$ cat src/rtl/dcache_ctrl_pkg.sv
// Shared definitions for the data-cache controller and its lines: bus widths,
// default burst length and the controller state encoding.
package dcache_ctrl_pkg;

    localparam int ADDRBITS   = 32;
    localparam int DATABITS   = 32;
    localparam int CACHEWORDS = 8;

    typedef enum logic [2:0] {
        ST_IDLE   = 3'd0,
        ST_LOOKUP = 3'd1,
        ST_FILL   = 3'd2,
        ST_WAIT   = 3'd3,
        ST_DONE   = 3'd4
    } state_e;

endpackage

$ cat src/rtl/dcache_victim_sel.sv
// Round-robin victim pointer with one-hot decode; advances once per fill.
module dcache_victim_sel #(
    parameter int NLINES = 4,
    parameter int LBITS  = 2
) (
    input  logic              clk,
    input  logic              reset_n,
    input  logic              advance_i,
    output logic [LBITS-1:0]  ptr_o,
    output logic [NLINES-1:0] onehot_o
);

    logic [LBITS-1:0] ptr_q;
    logic [LBITS-1:0] ptr_d;

    // NLINES is a power of two, so the natural LBITS-bit wrap is the modulo.
    assign ptr_d = advance_i ? ptr_q + 1'b1 : ptr_q;

    // NOTE: sequential state is updated with non-blocking assignments so every
    // register samples the pre-edge values of its peers.
    always_ff @(posedge clk or negedge reset_n) begin
        if (!reset_n) begin
            ptr_q <= '0;
        end else begin
            ptr_q <= ptr_d;
        end
    end

    always_comb begin
        onehot_o        = '0;
        onehot_o[ptr_q] = 1'b1;
    end

    assign ptr_o = ptr_q;

endmodule

$ cat src/rtl/dcache_ctrl.sv
// Data-cache controller: hit/miss detection across NLINES lines, round-robin
// fill sequencing and arbitration of the single memory-controller port.
module dcache_ctrl
    import dcache_ctrl_pkg::*;
#(
    parameter int NLINES   = 4,
    parameter int LBITS    = 2,
    parameter int BURSTLEN = CACHEWORDS
) (
    input  logic                         clk,
    input  logic                         reset_n,
    input  logic                         dcache_rdreq,
    input  logic                         dcache_wrreq,
    output logic [DATABITS-1:0]          dcache_dataout,
    output logic                         dcache_valid,
    input  logic [NLINES-1:0]            line_valid,
    input  logic [NLINES-1:0]            line_miss,
    input  logic [DATABITS*NLINES-1:0]   line_out,
    output logic [NLINES-1:0]            line_fill,
    input  logic [ADDRBITS*NLINES-1:0]   line_mem_addr,
    input  logic [NLINES-1:0]            line_mem_rdreq,
    input  logic [NLINES-1:0]            line_mem_wrreq,
    output logic [NLINES-1:0]            line_mem_valid,
    output logic [15:0]                  mem_burstlen,
    output logic [ADDRBITS-1:0]          mem_addr,
    output logic                         mem_rdreq,
    output logic                         mem_wrreq,
    input  logic                         mem_valid
);

    state_e                state_q;
    logic                  dcache_valid_q;
    logic [DATABITS-1:0]   dataout_q;
    logic [NLINES-1:0]     line_fill_q;
    logic [LBITS-1:0]      grant_q;
    logic                  grant_vld_q;
    logic                  abort_q;

    logic                  req;
    logic [LBITS-1:0]      victim_ptr;
    logic [NLINES-1:0]     victim_onehot;
    logic [DATABITS-1:0]   hit_data;
    logic [DATABITS-1:0]   grant_data;

    assign req = dcache_rdreq | dcache_wrreq;

    dcache_victim_sel #(
        .NLINES (NLINES),
        .LBITS  (LBITS)
    ) u_victim_sel (
        .clk       (clk),
        .reset_n   (reset_n),
        .advance_i (state_q == ST_FILL),
        .ptr_o     (victim_ptr),
        .onehot_o  (victim_onehot)
    );

    // Lowest-index hit wins when duplicate tags leave several lines valid.
    // NOTE: every always_comb output gets a default first so no path leaves it
    // unassigned and infers a latch.
    always_comb begin
        hit_data = '0;
        for (int i = NLINES - 1; i >= 0; i--) begin
            if (line_valid[i]) begin
                hit_data = line_out[DATABITS*i +: DATABITS];
            end
        end
    end

    // Memory port follows the granted line only; with no grant it idles at zero.
    always_comb begin
        grant_data     = '0;
        mem_addr       = '0;
        mem_rdreq      = 1'b0;
        mem_wrreq      = 1'b0;
        line_mem_valid = '0;
        for (int i = 0; i < NLINES; i++) begin
            if (int'(grant_q) == i) begin
                grant_data = line_out[DATABITS*i +: DATABITS];
                if (grant_vld_q) begin
                    mem_addr          = line_mem_addr[ADDRBITS*i +: ADDRBITS];
                    mem_rdreq         = line_mem_rdreq[i];
                    mem_wrreq         = line_mem_wrreq[i];
                    line_mem_valid[i] = mem_valid;
                end
            end
        end
    end

    always_ff @(posedge clk or negedge reset_n) begin
        if (!reset_n) begin
            state_q        <= ST_IDLE;
            dcache_valid_q <= 1'b0;
            dataout_q      <= '0;
            line_fill_q    <= '0;
            grant_q        <= '0;
            grant_vld_q    <= 1'b0;
            abort_q        <= 1'b0;
        end else begin
            dcache_valid_q <= 1'b0;
            line_fill_q    <= '0;
            case (state_q)
                ST_IDLE: begin
                    if (req) begin
                        state_q <= ST_LOOKUP;
                    end
                end
                ST_LOOKUP: begin
                    // Neither hit nor full miss: lines are still settling, wait.
                    if (|line_valid) begin
                        dataout_q      <= hit_data;
                        dcache_valid_q <= 1'b1;
                        state_q        <= ST_DONE;
                    end else if (&line_miss) begin
                        line_fill_q <= victim_onehot;
                        abort_q     <= 1'b0;
                        state_q     <= ST_FILL;
                    end
                end
                ST_FILL: begin
                    grant_q     <= victim_ptr;
                    grant_vld_q <= 1'b1;
                    if (!req) begin
                        abort_q <= 1'b1;
                    end
                    state_q <= ST_WAIT;
                end
                ST_WAIT: begin
                    if (!req) begin
                        abort_q <= 1'b1;
                    end
                    // A dirty victim flushes first; the grant simply stays put.
                    if (line_valid[grant_q]) begin
                        dataout_q   <= grant_data;
                        grant_vld_q <= 1'b0;
                        if (req && !abort_q) begin
                            dcache_valid_q <= 1'b1;
                            state_q        <= ST_DONE;
                        end else begin
                            state_q <= ST_IDLE;
                        end
                    end
                end
                ST_DONE: begin
                    state_q <= ST_IDLE;
                end
                default: begin
                    state_q <= ST_IDLE;
                end
            endcase
        end
    end

    assign dcache_valid   = dcache_valid_q;
    assign dcache_dataout = dataout_q;
    assign line_fill      = line_fill_q;
    assign mem_burstlen   = 16'(BURSTLEN);

endmodule

$ cat config.mk
export PLATFORM = sky130hd
export DESIGN_NAME = dcache_ctrl
export DESIGN_NICKNAME = d
export VERILOG_FILES = /design/src/rtl/dcache_ctrl_pkg.sv /design/src/rtl/dcache_victim_sel.sv /design/src/rtl/dcache_ctrl.sv
export SDC_FILE = /design/constraint.sdc
export NUM_CORES = 1
export LEC_CHECK = 0
export CORE_AREA = 3 3 144 146
export CTS_BUF_LIST = sky130_fd_sc_hd__clkbuf_8
export DETAILED_ROUTE_END_ITERATION = 6
export DIE_AREA = 0 0 147 149
export PLACE_DENSITY = 0.64
export SYNTH_ARGS = -nofsm -noshare
export SYNTH_HDL_FRONTEND = slang
export SYNTH_SLANG_ARGS = --single-unit
$ cat constraint.sdc
create_clock -name clk -period 2.92 [get_ports clk]
set_input_delay 0.584 -clock clk [delete_from_list [all_inputs] [get_ports clk]]
set_output_delay 0.584 -clock clk [all_outputs]
set_load 0.01 [all_outputs]
==> Word level (Yosys, flattened, before mapping) <==
Cells that the tools add are included.
{ "op_classes": {"add_sub_neg": 1, "magnitude_cmp": 3, "n_eq_ne": 13, "muxes": 63, "bitwise_logic": 1, "reduce_logical": 15} }
{ "ops": {"columns": ["cell", "count"], "rows": [
  ["$mux W32", 18],
  ["$pmux W32 S2", 1],
  ["$mux W1", 30],
  ["$mux W3", 5],
  ["$mux W4", 3],
  ["$ne A2 B2 Y1 const B", 6],
  ["$pmux W3 S4", 1],
  ["$reduce_and A4 Y1", 2],
  ["$eq A3 B2 Y1 const B", 2],
  ["$lt A2 B3 Y1 const B", 2],
  ["$pmux W1 S2", 3],
  ["$reduce_and A3 Y1", 2],
  ["$reduce_bool A2 Y1", 3],
  ["$eq A2 B2 Y1 const B", 2],
  ["$reduce_or A4 Y1", 1],
  ["$eq A3 B1 Y1 const B", 1],
  ["$logic_not A3 Y1", 1],
  ["$ne A3 B3 Y1 const B", 1],
  ["$add A2 B1 Y2 const B", 1],
  ["$bmux W1 S2", 1],
  ["$demux W1 S2", 1],
  ["$eq A2 B1 Y1 const B", 1],
  ["$ge A2 B1 Y1 const B", 1],
  ["$logic_and A1 B1 Y1", 2],
  ["5 further kinds", 5]
]} }
{ "totals": {"reg_bits": 46, "output_inout_bits": 91, "word_cells": 104} }

==> Longest topological paths before layout <==
Gate-level depths: netlist (run 1).
{ "logic_depth": {"word_depth": 8, "depth_mapped": 7, "depth_no_buf": 4} }

==> By module <==
From an unflattened synthesis (run 1), not the netlist that was laid out.
{ "unflattened": {"cells_unflattened": 488, "area_unflattened_um2": 5271.3} }
{ "by_module_without_submodules": {"columns": ["mod", "n_inst", "cells_each", "area_per_inst_um2", "seq_area_each_um2"], "rows": [
  ["dcache_ctrl", 1, 478, 5139.9, 1101.1],
  ["dcache_victim_sel", 1, 10, 131.4, 50.0]
]} }

==> Worst setup path after synthesis (run 1) <==
No wires, ideal clock.
{ "synth_path": {"path_type": "reg2out", "from": "reg grant_q[0]", "to": "out mem_addr[26]", "arrival_time_ns": 1.691, "t_required_ns": 2.336, "slack_ns": 0.645, "stages_incl_launch_ff": 6, "path_cell_list": "dfrtp_1 > buf_6 > buf_2 > buf_2 > mux4_2 > and2_1"} }
{ "synth_via": {"elab_chain_len": 8} }
{ "synth_rtl": {"columns": ["item", "line", "rtl"], "rows": [
  ["start: declaration", "dcache_ctrl.sv:35", "logic [LBITS-1:0] grant_q;"],
  ["start signal: assignment", "dcache_ctrl.sv:121", "grant_q <= victim_ptr;"],
  ["$logic_not A2 Y1", "dcache_ctrl.sv:78", "if (int'(grant_q) == i) begin"],
  ["$mux W32", "dcache_ctrl.sv:78", null],
  ["$mux W32", "dcache_ctrl.sv:80", "if (grant_vld_q) begin"],
  ["$mux W32", "dcache_ctrl.sv:78", null],
  ["$mux W32", "dcache_ctrl.sv:80", null],
  ["$mux W32", "dcache_ctrl.sv:78", null],
  ["$mux W32", "dcache_ctrl.sv:80", null],
  ["$mux W32 *", "dcache_ctrl.sv:78", null],
  ["end: declaration", "dcache_ctrl.sv:25", "output logic [ADDRBITS-1:0] mem_addr,"]
]} }
Every way passes the cells marked *; elsewhere a longest branch is shown, timed or not.

==> Worst setup path in the final report (run 1) <==
{ "layout_path": {"from": "in line_mem_addr[2]", "to": "out mem_addr[2]"} }
{ "layout_via": {"elab_chain_len": 8} }
{ "layout_rtl": {"columns": ["item", "line", "rtl"], "rows": [
  ["start: declaration", "dcache_ctrl.sv:20", "input logic [ADDRBITS*NLINES-1:0] line_mem_addr,"],
  ["$mux W32 *", "dcache_ctrl.sv:80", null],
  ["$mux W32 *", "dcache_ctrl.sv:78", null],
  ["$mux W32", "dcache_ctrl.sv:80", null],
  ["$mux W32 *", "dcache_ctrl.sv:78", null],
  ["$mux W32", "dcache_ctrl.sv:80", null],
  ["$mux W32 *", "dcache_ctrl.sv:78", null],
  ["$mux W32", "dcache_ctrl.sv:80", null],
  ["$mux W32 *", "dcache_ctrl.sv:78", null]
]} }
Marks and branches as above.

==> results.py, run 1 <==
metrics = {
    "outcome": {
        "outcome": "finished clean",
    },
    "cts": {
        "h-tree-depth": 2,
        "root_buffer": "clkbuf_8",
        "path_clk_slew_ns": 0.10,
        "cts_sinks": 46,
        "cts_hold_buf": 0,
        "numCtsBuffers": 5,
        "cts_tree": "yes",
        "clockBufferDepth": 2,
        "insertion_delay_ns": 0.31,
    },
    "yosys": {
        "synthSimpleGateAreaFrac_pct": 15.99,
        "synth_area_um2": 5335,
        "synth_area_leaders": "mux4_2 (28%), dfrtp_1 (22%), mux2_4 (8.4%)",
        "ys_ff_latch": 46,
        "ys_types": 35,
        "synth_top_area_share_pct": 28.28,
        "synth_fa_ha_area_share_pct": 0.9381,
        "synth-xor-area-share_pct": 0.1642,
        "synth_compound_area_share_pct": 13.98,
        "synth_ff_type": "dfrtp_1",
        "muxShareOfSynthArea_pct": 37.57,
        "ys_seq_area_share_pct": 21.58,
        "synth_edf_count": 0,
        "yosys_warnings": 0,
        "synth_cells": 525,
        "synth-async-reset-ratio_pct": 100.0,
        "synth_top_family_by_area": "multiplexers",
        "avgSynthCellArea_um2": 10.16,
        "synth_top_area_cell": "mux4_2",
    },
    "timing": {
        "timing.final.crit_share_pct": 98.35,
        "setup_tns_ns": 0,
        "layout_min_cycle_time_ns": 2.872,
        "relSlewSlack_pct": 57.55,
        "hold-worst-slack_ns": 0.2777,
        "max_freq_mhz": 348.2,
        "setup_violations": 0,
        "hold_violations": 0,
        "skew_ns": 0.005853,
        "slew_viol_final": 0,
        "tightest_slew_ns": 0.6367,
        "setup_slack_ns": 0.04820,
        "rsz0062_at_grt": "no",
    },
    "drt": {
        "drtAntennaViolNets": 0,
        "vias_per_cell": 4.930,
        "post-route-drc-count": 0,
        "firstDrtPassIters": 4,
        "dr_total_vias": 5526,
        "wire_per_inst_um": 20.53,
        "drt_iter0_drc": 342,
        "drt_wl_total_um": 23010,
    },
    "place": {
        "dp_hpwl_um": 17980,
        "place.gp.congestion": 0.7883,
        "io_buffers": 351,
        "dp_slack_ns": 0.07452,
    },
    "power": {
        "power_density_nw_per_um2": 418.7,
        "p_sw_share_pct": 33.28,
        "p_comb_share_pct": 61.4,
        "finalPower_uw": 3864,
        "p_int_uw": 2578,
        "vdd_ir_drop_max_mv": 0.3557,
        "p_leak_uw": 0.003514,
        "p_switching_uw": 1286,
        "power.share.clock_pct": 11.4,
        "p_seq_share_pct": 27.2,
    },
    "die": {
        "rows": 51,
        "core_um2": 19530,
        "initial_core_util_pct": 27.32,
        "dieArea_um2": 21900,
        "die_width_um": 147,
        "ios": 368,
        "die_h_um": 149,
    },
    "hold_path": {
        "hold_path_class": "in2async",
    },
    "grt": {
        "grt_pass1_wl_um": 33660,
        "grt.overflow.total": 0,
        "antenna_found_initial": 3,
        "grt_max_degree": 45,
        "track_usage_pct": 19.66,
        "grt_pass1_vias": 5487,
    },
    "setup_path": {
        "path_cells": "clkdlybuf4s50_1 > mux4_2 > and2_1 > clkdlybuf4s50_1",
        "endpoint_kind": "output pin",
        "worst-setup-path-type": "in2out",
        "crit_top_cell": "clkdlybuf4s50_1",
        "cp-start-kind": "primary input",
        "arrival_ns": 2.29,
        "slowest_stage": "mux4_2",
        "cp.required_ns": 2.34,
        "critPathMaxFanout": 1,
        "max_stage_delay_ns": 0.50,
    },
    "cells_and_area": {
        "drive_gt1_share_pct": 17.29,
        "layout.nets": 1136,
        "area_growth_pct": 72.98,
        "n_antenna_cell": 0,
        "final_util_pct": 47.26,
    },
    "run": {
        "drv_cap": 0,
    },
}
## per-layer routing
metal	global-route usage, %	wire length (um)	part of all wire, %	vias to the layer above
met3	6.746	2155	9.4	22
met4	2.563	222	0.96	6
li1	-	-	-	2612
met2	30.49	10730	47	218
met5	0	41	0.18	-
met1	27.46	9867	43	2668
## area by class of cell
class,count,area [um2]
Multi-Input combinational cell,385,3722
Clock inverter,3,25.02
Timing Repair Buffer,382,3791
Fill cell,1843,10300
Sequential cell,46,1159
Inverter,35,131.4
Clock buffer,5,68.82
Tap cell,265,331.6
## final timing paths
path                                       start            endpoint  slack (ns)  depth (start not counted)
worst max register to register        grant_q[0]   dcache_dataout[0]        0.63                          6
worst min-delay path                     reset_n  dcache_dataout[21]        0.28                          1
max in group asynchronous                reset_n  dcache_dataout[12]        1.97                          2
worst max-delay path            line_mem_addr[2]         mem_addr[2]        0.05                          4
worst min register to register        state_q[2]          state_q[1]        0.50                          1
min in group clk                      state_q[2]          state_q[1]        0.50                          1
## power by group through the flow
| stage | registers (uW) | logic [uW] | clock network (uW) |
|---|---|---|---|
| 3_5_place_dp | 1060 | 2380 | 0 |
| 2_1_floorplan | 1150 | 1040 | 0 |
| 3_3_place_gp | 1060 | 2370 | 0 |
| 5_1_grt | 1090 | 2520 | 488 |
| 4_1_cts | 1060 | 2390 | 468 |
| 6_report | 1050 | 2370 | 441 |
## stage by stage
stage                     instance area (um2)  instances
final                                    9229       1121
after global routing                     9229       1121
after CTS                                9188       1116
after detailed placement                 9052       1104
after global placement                   9052       1104
after floorplan                          5388        539
## cells in the mapped netlist (2+ instances only)
cell,number
mux4_2,67
nor3b_1,2
conb_1,2
buf_6,4
ha_1,4
mux2_4,30
nor2_1,35
clkbuf_1,33
nand2b_1,2
and2_1,38
buf_1,9
nand2_1,37
buf_2,9
mux2_2,4
nand3b_1,33
a31oi_1,32
a21oi_1,34
inv_1,35
dfrtp_1,46
nor2b_1,3
a221o_1,32
o21ai_0,3
buf_4,18
nor3_1,2
## registers in the layout, indices dropped and copies added, names as in the netlist
name and cells:
abort_q 1, dcache_dataout 32, dcache_valid 1, grant_q 2, grant_vld_q 1, line_fill 4
state_q 3, u_victim_sel.ptr_o 2
## cells by family after synthesis
logic type,Yosys count
compound gates,105
other cells,2
simple gates,158
xor+xnor,1
mux,101
buf+inv,108
flops,46
fa+ha+maj,4
## critical path: cells and delay by family
kind	cells	cell delay, ns
buffers and inverters	2	0.98
muxes	1	0.50
and+or+nand+nor	1	0.21
## cells in the final DEF, fill, tap and decap left out, types with 2 or more instances in the layout
master / count
dfrtp_1: 44
conb_1: 16
dfrtp_4: 2
mux4_2: 67
clkbuf_8: 5
ha_1: 4
buf_12: 5
a21oi_1: 34
nor3_1: 2
nor2b_1: 3
a31oi_1: 32
and2_1: 38
nand2_1: 37
clkdlybuf4s50_1: 346
a221o_1: 32
mux2_4: 30
inv_1: 35
nand2b_1: 2
nand3b_1: 33
buf_2: 4
o21ai_0: 3
nor3b_1: 2
nor2_1: 35
mux2_2: 4
buf_4: 25
## repair_timing
item / 4_1_cts / 5_1_grt
buffers inserted: 4 / 5
endpoints found under the setup margin: 23 / 18
resized for setup: 1 / 0
endpoints found under the hold margin: 0 / 0
No activity file was read; power rests on OpenSTA's default activity.
==> run 2: changes to the inputs <==
--- a/config.mk
+++ b/config.mk
@@ -9,6 +9,7 @@
 export CTS_BUF_LIST = sky130_fd_sc_hd__clkbuf_8
 export DETAILED_ROUTE_END_ITERATION = 6
 export DIE_AREA = 0 0 147 149
+export MAX_ROUTING_LAYER = met4
 export PLACE_DENSITY = 0.64
 export SYNTH_ARGS = -nofsm -noshare
 export SYNTH_HDL_FRONTEND = slang
==> run 2 against run 1 <==
- flip-flop and latch count did not move
- die area did not move
- hold slack got worse by 0.0018 ns
- clock skew fell by 0.0015 ns
- first-iteration DRC count rose by 7.9%
- via count rose by 0.20%
- largest cell class unchanged
==> results.py, run 2 (same netlist as run 1, synthesis figures left out) <==
metrics = {
    "outcome": {
        "outcome": "finished clean",
    },
    "timing": {
        "slew_viol_final": 0,
        "setup_violations": 0,
        "tightest_slew_ns": 0.6387,
        "layout_min_cycle_time_ns": 2.865,
        "max_freq_mhz": 349.0,
        "skew_ns": 0.004395,
        "hold_violations": 0,
        "relSlewSlack_pct": 57.42,
        "timing.final.crit_share_pct": 98.12,
    },
    "die": {
        "rows": 51,
        "ios": 368,
        "initial_core_util_pct": 27.32,
        "core_um2": 19530,
        "die_width_um": 147,
        "dieArea_um2": 21900,
        "die_h_um": 149,
    },
    "grt": {
        "grt.overflow.total": 0,
        "grt_max_degree": 45,
        "track_usage_pct": 20.23,
        "antenna_found_initial": 3,
        "grt_pass1_wl_um": 33630,
        "grt_pass1_vias": 5492,
    },
    "cts": {
        "cts_sinks": 46,
        "h-tree-depth": 2,
        "path_clk_slew_ns": 0.11,
        "cts_tree": "yes",
        "root_buffer": "clkbuf_8",
        "clockBufferDepth": 2,
        "numCtsBuffers": 5,
        "insertion_delay_ns": 0.31,
    },
    "setup_path": {
        "cp-start-kind": "primary input",
        "reg2reg_from": "grant_q[0]",
        "arrival_ns": 2.28,
        "crit_top_cell": "clkdlybuf4s50_1",
        "cp.required_ns": 2.34,
        "critPathMaxFanout": 1,
        "r2r_slack_ns": 0.62,
        "max_stage_delay_ns": 0.50,
        "rr_endpoint": "dcache_dataout[0]",
        "endpoint_kind": "output pin",
        "cp_top_family": "buffers and inverters",
        "critPathBufInv": 2,
        "path_cells": "clkdlybuf4s50_1 > mux4_2 > and2_1 > clkdlybuf4s50_1",
        "worst-setup-path-type": "in2out",
        "slowest_stage": "mux4_2",
        "r2r_cells": 6,
    },
    "drt": {
        "wl_met1_um": 9891,
        "dr_wl_met3_um": 2174,
        "met2_length_um": 10750,
        "vias_per_cell": 4.926,
        "top_layer_used": "met4",
        "drt_wl_total_um": 23050,
        "wire_per_inst_um": 20.51,
        "drtAntennaViolNets": 0,
        "dr_total_vias": 5537,
        "post-route-drc-count": 0,
        "drt_iter0_drc": 369,
        "firstDrtPassIters": 5,
    },
    "cells_and_area": {
        "final_cell_mix": "clkdlybuf4s50_1 (346), mux4_2 (67), dfrtp_1 (44)",
        "area_growth_pct": 73.12,
        "design_area_um2": 9236,
        "drive_gt1_share_pct": 17.29,
        "layout.nets": 1136,
        "layout_commonest_cell": "clkdlybuf4s50_1",
        "final_util_pct": 47.30,
        "largest_reg_flops": 32,
    },
    "hold_path": {
        "hold_path_class": "in2async",
    },
    "power": {
        "p_leak_uw": 0.003514,
        "vdd_ir_drop_max_mv": 0.3573,
        "power_density_nw_per_um2": 418.8,
    },
    "run": {
        "drv_cap": 0,
    },
    "place": {
        "io_buffers": 351,
        "placed_area_um2": 9052,
        "place.gp.congestion": 0.7994,
        "dp_hpwl_um": 17980,
    },
}
## run 2: what timing repair did
item / 4_1_cts / 5_1_grt
hold buffers: 0 / 0
endpoints found under the setup margin: 23 / 18
gates resized for setup: 1 / 0
buffers inserted: 4 / 5
## run 2: how the worst max path moves through the flow
stage                     start      endpoint  slack (ns)  cells past startpoint
2_1_floorplan        grant_q[0]  mem_addr[26]        0.65                      5
3_3_place_gp   line_mem_addr[2]   mem_addr[2]        0.07                      4
3_5_place_dp   line_mem_addr[2]   mem_addr[2]        0.07                      4
4_1_cts              grant_q[0]  mem_addr[18]        0.02                      4
5_1_grt              grant_q[0]  mem_addr[18]      -0.001                      4
6_report       line_mem_addr[2]   mem_addr[2]        0.06                      4
## run 2: per-stage QoR
stage / cells / setup WS (ns) / TNS, ns / hold WS, ns / power (uW)
detailed placement: 1104 / 0.07452 / 0 / 0.4845 / 3445
finish: 1124 / 0.05504 / 0 / 0.2759 / 3868
floorplan: 539 / 0.6453 / 0 / 0.2884 / 2190
global route: 1124 / -0.001143 / -0.001143 / 0.2974 / 4098
global placement: 1104 / 0.07329 / 0 / 0.4787 / 3431
CTS: 1116 / 0.01807 / 0 / 0.2834 / 3917
## run 2: metal layers
layer  up-vias  GRT usage (%)
li1       2614              -
met2       233          30.47
met3        18          6.199
met4         0          2.703
met1      2672          27.75
met5         -              -
## run 2: cell type report
| type | instances | area [um2] |
|---|---|---|
| fillers | 1842 | 10290 |
| repair buffers | 382 | 3791 |
| well taps | 265 | 331.6 |
| clock buffers | 5 | 68.82 |
| multi-input cells | 385 | 3722 |
| flip-flops and latches | 46 | 1159 |
| diodes | 3 | 7.507 |
| inverters | 35 | 131.4 |
| clock inverters | 3 | 25.02 |
## run 2: report_power, final
part	total [uW]	leakage, uW	internal [uW]	switching (uW)
combinational	2370	0.00290	1510	865
sequential	1050	0.000565	897	156
clock	443	0.0000448	174	269
total	3870	0.00351	2580	1290
==> run 3: changes to the inputs <==
--- a/config.mk
+++ b/config.mk
@@ -5,12 +5,13 @@
 export SDC_FILE = /design/constraint.sdc
 export NUM_CORES = 1
 export LEC_CHECK = 0
-export CORE_AREA = 3 3 144 146
+export ABC_AREA = 1
+export CORE_AREA = 3 3 141 143
 export CTS_BUF_LIST = sky130_fd_sc_hd__clkbuf_8
 export DETAILED_ROUTE_END_ITERATION = 6
-export DIE_AREA = 0 0 147 149
+export DIE_AREA = 0 0 144 146
 export MAX_ROUTING_LAYER = met4
-export PLACE_DENSITY = 0.64
+export PLACE_DENSITY = 0.67
 export SYNTH_ARGS = -nofsm -noshare
 export SYNTH_HDL_FRONTEND = slang
 export SYNTH_SLANG_ARGS = --single-unit
==> run 3 against run 2 <==
- sequential share of layout area decreased by 0.10 points
- design area rose by 0.50%
- flip-flop and latch count is the same
- hold slack lost 0.12 ns
- sequential power grew 6%
- die area is 4.0% lower
- clock-buffer cell count did not move
- combinational power is 98% higher
- global-route usage is 7.3 points higher
==> results.py, run 3 <==
metrics = {
    "grt": {
        "grt_pass1_wl_um": 43580,
        "grt_max_degree": 46,
        "antenna_found_initial": 6,
        "grt.overflow.total": 0,
        "grt_pass1_vias": 7547,
        "track_usage_pct": 27.56,
    },
    "yosys": {
        "avgSynthCellArea_um2": 5.331,
        "yosys_warnings": 0,
        "synth_cells": 1023,
        "ys_types": 27,
        "synth_area_um2": 5454,
        "synthTopCellsByCount": "nand2_1 (429), nor2_1 (142), nand3_1 (132)",
        "synth_edf_count": 0,
        "synth_area_leaders": "nand2_1 (30%), dfrtp_1 (21%), nand3_1 (12%)",
        "synth.most_common_cell": "nand2_1",
        "ys_seq_area_share_pct": 21.11,
        "synth_top_area_share_pct": 29.53,
        "synth-async-reset-ratio_pct": 100.0,
        "ys_ff_latch": 46,
        "synth_ff_type": "dfrtp_1",
        "synth_top_area_cell": "nand2_1",
    },
    "cells_and_area": {
        "design_area_um2": 9283,
        "nFillCells": 1944,
        "final_cell_mix": "nand2_1 (428), clkdlybuf4s50_1 (343), nor2_1 (142)",
        "drive_gt1_share_pct": 4.948,
        "regArea_um2": 1155,
        "multiInputGateArea_um2": 3816,
        "area_growth_pct": 70.20,
        "layout.nets": 1614,
        "largest_reg_flops": 32,
        "layout_commonest_cell": "nand2_1",
    },
    "setup_path": {
        "cp.required_ns": 2.34,
        "worst-setup-path-type": "reg2out",
        "critPathMaxFanout": 22,
        "endpoint_kind": "output pin",
        "cp-start-kind": "flip-flop",
        "r2r_slack_ns": 0.67,
        "arrival_ns": 2.24,
    },
    "power": {
        "power.share.clock_pct": 8.2,
        "p_comb_share_pct": 74.2,
        "vdd_ir_drop_max_mv": 0.4459,
        "p_switching_uw": 3076,
        "p_sw_share_pct": 48.69,
        "p_seq_share_pct": 17.5,
        "power_density_nw_per_um2": 680.5,
        "p_leak_uw": 0.004266,
        "p_int_uw": 3241,
    },
    "timing": {
        "layout_min_cycle_time_ns": 2.822,
        "skew_ns": 0.008836,
        "setup_violations": 0,
        "max_freq_mhz": 354.3,
        "hold_violations": 0,
        "rsz0062_at_grt": "yes",
        "hold-worst-slack_ns": 0.1522,
        "setup_slack_ns": 0.09783,
        "timing.final.crit_share_pct": 96.65,
        "slew_viol_final": 0,
        "tightest_slew_ns": 0.8556,
        "relSlewSlack_pct": 42.90,
    },
    "cts": {
        "path_clk_slew_ns": 0.10,
        "numCtsBuffers": 5,
        "clockBufferDepth": 2,
        "insertion_delay_ns": 0.33,
        "root_buffer": "clkbuf_8",
        "h-tree-depth": 2,
        "cts_sinks": 46,
        "cts_tree": "yes",
        "cts_hold_buf": 0,
    },
    "die": {
        "die_width_um": 144,
        "dieArea_um2": 21020,
        "rows": 50,
        "core_um2": 18710,
        "die_h_um": 146,
        "initial_core_util_pct": 29.16,
        "ios": 368,
    },
    "run": {
        "drv_cap": 0,
    },
    "place": {
        "placed_area_um2": 9095,
        "place.gp.congestion": 0.9370,
        "io_buffers": 351,
        "dp_slack_ns": 0.2948,
        "dp_hpwl_um": 21940,
    },
    "drt": {
        "drt_iter0_drc": 607,
        "wire_per_inst_um": 19.06,
        "vias_per_cell": 5.080,
        "firstDrtPassIters": 7,
        "drt_wl_total_um": 30010,
        "dr_total_vias": 8001,
        "drtAntennaViolNets": 0,
        "post-route-drc-count": 0,
    },
    "outcome": {
        "outcome": "finished clean",
    },
    "hold_path": {
        "hold_path_class": "in2async",
    },
}
-- run 3: cell types whose count changed after synthesis, moves of 20 or more --
cell,previous run,this run
nor2_1,35,142
a31oi_1,32,0
and2_1,38,0
inv_1,35,15
buf_2,9,35
mux4_2,67,0
o21ai_0,3,45
nand2_1,37,429
a221o_1,32,0
nand3b_1,33,1
mux2_4,30,0
nand3_1,0,132
-- run 3: what timing repair did --
| item | in CTS | in global routing |
|---|---|---|
| setup endpoints to repair | 4 | 7 |
| pin swaps | 1 | 1 |
| setup buffers | 2 | 0 |
| resized for setup | 2 | 8 |
-- run 3: critical path, stage by stage (launching register included) --
cell,delay [ns]
dfrtp_2,0.44
buf_4,0.19
inv_1,0.14
buf_8,0.21
o211ai_1,0.10
o21ai_1,0.23
clkdlybuf4s50_1,0.59
-- run 3: final cells by class --
class                           count  area share (%)
Sequential cell                    46           12.44
Tap cell                          234           3.154
Clock inverter                      3          0.4852
Antenna cell                        7          0.1887
Multi-Input combinational cell    875           41.11
Clock buffer                        5          0.7413
Inverter                           21          0.8492
Timing Repair Buffer              384           41.03
-- run 3: stage by stage --
step                std cells  util, %  setup TNS (ns)  power, uW
floorplan                1037        -               0       3418
global placement         1558    48.62               0       5699
detailed placement       1558    48.62               0       5720
CTS                      1568    49.46               0       6339
global route             1574    49.61       -0.001158       6771
finish                   1575    49.63               0       6317
-- run 3: cells by family after synthesis --
group / after synthesis / synth area share (%)
compound gates: 124 / 12.69
xor+xnor: 1 / 0.1606
fa+ha+maj: 4 / 0.9177
buf+inv: 116 / 10.09
flops: 46 / 21.11
other cells: 2 / 0.1377
simple gates: 730 / 54.90
-- run 3: path summary, 6_finish.rpt --
kind	startpoint	depth (start not counted)	endpoint
hold reg to reg	dcache_dataout[3]	2	dcache_dataout[3]
setup reg to reg	grant_q[0]	11	dcache_dataout[15]
max in group asynchronous	reset_n	2	grant_q[0]
hold / removal	reset_n	1	dcache_dataout[17]
min in group clk	dcache_dataout[3]	2	dcache_dataout[3]
setup / recovery	grant_q[0]	6	mem_addr[24]
-- run 3: metal layers --
layer  vias to the layer above  share of wire [%]  global-route usage, %
li1                       3916                  -                      -
met1                      3617                 40                  33.21
met2                       397                 47                  44.34
met3                        71                8.6                  5.751
met4                         0                4.2                  11.68
met5                         -                  0                      -
-- run 3: power groups by stage --
| stage | sequential [uW] | combinational [uW] | clock (uW) |
|---|---|---|---|
| 5_1_grt | 1140 | 5070 | 558 |
| 3_5_place_dp | 1120 | 4600 | 0 |
| 3_3_place_gp | 1110 | 4590 | 0 |
| 2_1_floorplan | 1180 | 2230 | 0 |
| 6_report | 1110 | 4690 | 518 |
| 4_1_cts | 1110 | 4700 | 531 |
